==> src/rtl/boot_verifier.sv <==
// boot_verifier: re-reads boot ROM and instruction memory word by word after boot copy,
// reporting pass/fail, a saturating mismatch count and the first mismatch details.
module boot_verifier #(
    parameter int DATA_WIDTH    = 32,
    parameter int ADDR_WIDTH    = 20,
    parameter int WORD_COUNT    = 1024,
    parameter int ERR_CNT_WIDTH = 16
) (
    input  logic                     clk,
    input  logic                     rst_n,
    input  logic                     start,
    output logic                     rom_rd_en,
    output logic [ADDR_WIDTH-1:0]    rom_addr,
    input  logic [DATA_WIDTH-1:0]    rom_rd_data,
    output logic                     mem_rd_en,
    output logic [ADDR_WIDTH-1:0]    mem_addr,
    input  logic [DATA_WIDTH-1:0]    mem_rd_data,
    output logic                     busy,
    output logic                     done,
    output logic                     pass,
    output logic [ERR_CNT_WIDTH-1:0] err_count,
    output logic [ADDR_WIDTH-1:0]    first_err_addr,
    output logic [DATA_WIDTH-1:0]    first_err_rom_data,
    output logic [DATA_WIDTH-1:0]    first_err_mem_data
);
    typedef enum logic [1:0] {IDLE, READ, CMP, DONE} state_t;
    // Last-word compare stops the pointer before it could wrap at WORD_COUNT == 2^ADDR_WIDTH.
    localparam logic [ADDR_WIDTH-1:0] LAST = ADDR_WIDTH'(WORD_COUNT - 1);
    state_t                   state;
    logic [ADDR_WIDTH-1:0]    ptr;
    logic                     rd_en;
    logic                     first_seen;
    logic                     mismatch;
    logic [ERR_CNT_WIDTH-1:0] err_next;
    assign mismatch  = rom_rd_data != mem_rd_data;
    assign err_next  = (mismatch && !(&err_count)) ? err_count + 1'b1 : err_count;
    assign rom_addr  = ptr;
    assign mem_addr  = ptr;
    assign rom_rd_en = rd_en;
    assign mem_rd_en = rd_en;
    always_ff @(posedge clk or negedge rst_n) begin
        if (!rst_n) begin
            state              <= IDLE;
            ptr                <= '0;
            rd_en              <= 1'b0;
            first_seen         <= 1'b0;
            busy               <= 1'b0;
            done               <= 1'b0;
            pass               <= 1'b0;
            err_count          <= '0;
            first_err_addr     <= '0;
            first_err_rom_data <= '0;
            first_err_mem_data <= '0;
        end else begin
            case (state)
                IDLE, DONE: if (start) begin
                    state              <= READ;
                    ptr                <= '0;
                    rd_en              <= 1'b1;
                    first_seen         <= 1'b0;
                    busy               <= 1'b1;
                    done               <= 1'b0;
                    pass               <= 1'b0;
                    err_count          <= '0;
                    first_err_addr     <= '0;
                    first_err_rom_data <= '0;
                    first_err_mem_data <= '0;
                end
                READ: begin
                    state <= CMP;
                    rd_en <= 1'b0;
                end
                CMP: begin
                    err_count <= err_next;
                    if (mismatch && !first_seen) begin
                        first_seen         <= 1'b1;
                        first_err_addr     <= ptr;
                        first_err_rom_data <= rom_rd_data;
                        first_err_mem_data <= mem_rd_data;
                    end
                    if (ptr == LAST) begin
                        state <= DONE;
                        busy  <= 1'b0;
                        done  <= 1'b1;
                        pass  <= err_next == '0;
                    end else begin
                        state <= READ;
                        ptr   <= ptr + 1'b1;
                        rd_en <= 1'b1;
                    end
                end
                default: state <= IDLE;
            endcase
        end
    end
endmodule

==> config.mk <==
export PLATFORM = sky130hd
export DESIGN_NAME = boot_verifier
export DESIGN_NICKNAME = d
export VERILOG_FILES = /design/src/rtl/boot_verifier.sv
export SDC_FILE = /design/constraint.sdc
export NUM_CORES = 1
export LEC_CHECK = 0
export ABC_AREA = 1
export CAP_MARGIN = 15
export CORE_ASPECT_RATIO = 0.75
export CORE_MARGIN = 10
export CORE_UTILIZATION = 35
export DETAILED_ROUTE_END_ITERATION = 8
export DONT_BUFFER_PORTS = 1
export GPL_TIMING_DRIVEN = 0
export PLACE_DENSITY = 0.51
export SLEW_MARGIN = 15
export SYNTH_ARGS = -nofsm -noshare
export SYNTH_HDL_FRONTEND = slang
export SYNTH_SLANG_ARGS = --single-unit
==> constraint.sdc <==
create_clock -name clk -period 5.63 [get_ports clk]
set_clock_uncertainty 0.05 [all_clocks]
set_input_delay 1.126 -clock clk [delete_from_list [all_inputs] [get_ports clk]]
set_output_delay 1.126 -clock clk [all_outputs]
set_load 0.005 [all_outputs]
==> flow_summary.json <==
{
  "status": "completed",
  "synth_edf_count": 0,
  "p_sw_w": 0.00165,
  "max_freq_mhz": 348,
  "totalWireLength_mm": 22.8,
  "synth_nets": 907,
  "cp-end-kind": "register",
  "netlist_top_cells_area": "dfrtp_1 48%, nand3_1 12%, nand2_1 11%",
  "cts_tree": "yes",
  "drc_errors": 0,
  "setup_viol_count_final": 0,
  "maxCapViolCount": 0,
  "fp.dieArea_sq_um": 25000,
  "initial_utilization_pct": 35.9,
  "tightestPinTransition_ps": 600,
  "core-area_sq_um": 18600,
  "fin_crit_ps": 2870,
  "wl_per_cell_um": 20.5,
  "io_pins": 212,
  "cts_root_buf": "clkbuf_16",
  "cts_buffer_depth": 2,
  "syn_avg_cell_area_sq_um": 7.97,
  "combPwrFrac_pct": 35.9,
  "intPower_w": 0.00216,
  "clockPowerShare_pct": 29.4,
  "rows": 43,
  "yosys_warnings": 0,
  "yosysSeqAreaShare_pct": 47.7,
  "gp_congestion": 0.842,
  "final_util_pct": 40.7,
  "yosysTopAreaCellShare_pct": 47.7,
  "cts_resized": 0,
  "cts-buffers-inserted": 17,
  "portBuffers": 0,
  "overflow": 0,
  "fillCellCount": 1927,
  "ys_seq_elements": 127,
  "reg2reg_to": "first_err_rom_data[29]",
  "die_height_um": 139,
  "r2r-start": "state[0]",
  "hold_class": "in -> async",
  "p_per_area_nw_per_um2": 505,
  "layout-drive-gt1-share_pct": 10.3,
  "antenna_found_initial": 0,
  "hpwl_mm": 17.4,
  "cts.clk_slew.worst_paths_ps": 60,
  "crit_fanout": 10,
  "cp.required_ps": 5850,
  "num_vias": 5721,
  "cts_max_level": 4,
  "seqPwrFrac_pct": 34.6,
  "finalPower_w": 0.00381,
  "nNetsFinal": 926,
  "drv_slew": 0,
  "crit_type": "in -> reg",
  "synth_cell_types": 35,
  "worstPathArrival_ps": 3100,
  "reg2regPathDepth": 12,
  "num_antenna_cells": 0,
  "via_per_inst": 5.14,
  "p_sw_share_pct": 43.3,
  "grt_usage_pct": 17.9,
  "netlist_area_sq_um": 6660,
  "synthTopCellsByCount": "198 x nand2_1, 158 x nand3_1, 127 x dfrtp_1",
  "initialDrtViolationCount": 419,
  "antenna_left": 0,
  "clock_latency_ps": 410,
  "synth_ff_type": "dfrtp_1",
  "fin_tns_setup_ps": 0,
  "dp.cells": 1082,
  "period_share_pct": 51.1,
  "grt_pass1_wl_mm": 34.8,
  "rsz0062_at_grt": "no",
  "yosys.area.top_type": "dfrtp_1",
  "area_growth_pct": 13.5,
  "dieWidth_um": 179,
  "cts_setup_buffers": 0,
  "synthCells": 835,
  "maxSlewHeadroom_pct": 60.0,
  "leakagePower_nw": 3.64,
  "regToRegSetupSlack_ps": 2770,
  "ir_worst_vdd_mv": 0.173,
  "dp_worst_setup_slack_ps": 2360,
  "postCtsHoldBufs": 0,
  "yosysMostFrequentCell": "nand2_1",
  "worst_slack_ps": 2760,
  "cp-start-kind": "input pin",
  "finalHoldViolCount": 0,
  "async_reset_ff_share_pct": 100,
  "final_cells": 1113,
  "cts_sinks": 127,
  "first_pass_iters": 4,
  "grt_max_degree": 128,
  "grt_pass1_vias": 5580
}
## routing by layer
| layer | vias to the layer above | GRT usage [%] | routed length, um |
|---|---|---|---|
| met2 | 202 | 25.2 | 9590 |
| met4 | 0 | 3.53 | 131 |
| met3 | 9 | 7.73 | 2500 |
| met1 | 2741 | 24.9 | 10500 |
| met5 | - | 0 | 0 |
| li1 | 2769 | - | - |
## kinds of logic after synthesis
kind of cell	Yosys count	share of synthesized area, %
adder cells (fa/ha/maj)	5	0.940
XOR/XNOR	38	5.00
AND/OR/NAND/NOR	438	29.4
AO/OA/AOI/OAI	89	7.22
buffers and inverters	138	9.68
flip-flops	127	47.7
## worst max path at each step
stage                          startpoint                endpoint  slack [ps]
after detailed placement  mem_rd_data[28]              first_seen        2360
final                     mem_rd_data[28]       first_err_addr[8]        2760
after global routing      mem_rd_data[28]      first_err_addr[10]        2530
after floorplan            rom_rd_data[5]              first_seen        3080
after global placement    mem_rd_data[28]              first_seen        2350
after CTS                        state[0]  first_err_rom_data[29]        2730
## final cells by class
type	instances	area, sq um	area share (%)
Buffer	63	363	4.80
Inverter	75	282	3.73
Clock inverter	11	141	1.87
Tap cell	247	309	4.09
Multi-Input combinational cell	570	2840	37.5
Sequential cell	127	3180	42.1
Clock buffer	20	447	5.91
## power groups by stage
stage	clock network (W)	logic, W	registers [W]
after CTS	0.00114	0.00139	0.00133
after global routing	0.00118	0.00153	0.00135
after floorplan	0	0.000937	0.00126
after global placement	0	0.00138	0.00135
final	0.00112	0.00137	0.00132
after detailed placement	0	0.00138	0.00134
## layout by cell type, fill, tap and decap left out, types with 2 or more instances in the layout
master      count
o31ai_1         6
o22ai_1         4
ha_1            5
buf_4          23
nand3_1       158
nand2_4         2
buf_1           7
o21ai_1        10
clkbuf_1       16
a21boi_0        2
nor3_1         16
bufinv_16       3
clkinv_2        4
xor2_1         17
a21oi_1         8
clkinvlp_4      3
inv_2           5
o21ai_0        55
clkbuf_16      17
buf_2          17
nor4_1          4
a31oi_1         2
a22o_1          2
nand2_1       198
nand3_2         2
nor2_2          4
inv_1          70
nand4_1         9
dfrtp_1       127
nor2_1         39
xnor2_1        21
## worst max-delay path, stage by stage
cell	delay, ps
inv_1	70
nand2_1	50
nand2_1	140
nand2_1	80
nor2_1	140
nand2_1	70
nor2_1	130
nand2_2	200
nand3_1	250
nand2_1	140
nand2_1	150
clkbuf_1	390
o21ai_0	150
## per-stage QoR
step | hold WS (ps) | instance area (sq um)
6_report | 361 | 7550
5_1_grt | 335 | 7550
4_1_cts | 343 | 7550
3_5_place_dp | 453 | 6970
3_3_place_gp | 456 | 6970
2_1_floorplan | 415 | 6660
## registers in the layout, indices dropped and copies added (netlist names)
signal,flops
busy,1
first_err_mem_data,32
mem_rd_en,1
mem_addr,20
first_err_rom_data,32
first_seen,1
done,1
state,2
pass,1
err_count,16
first_err_addr,20
Power figures use the tool's default switching activity.
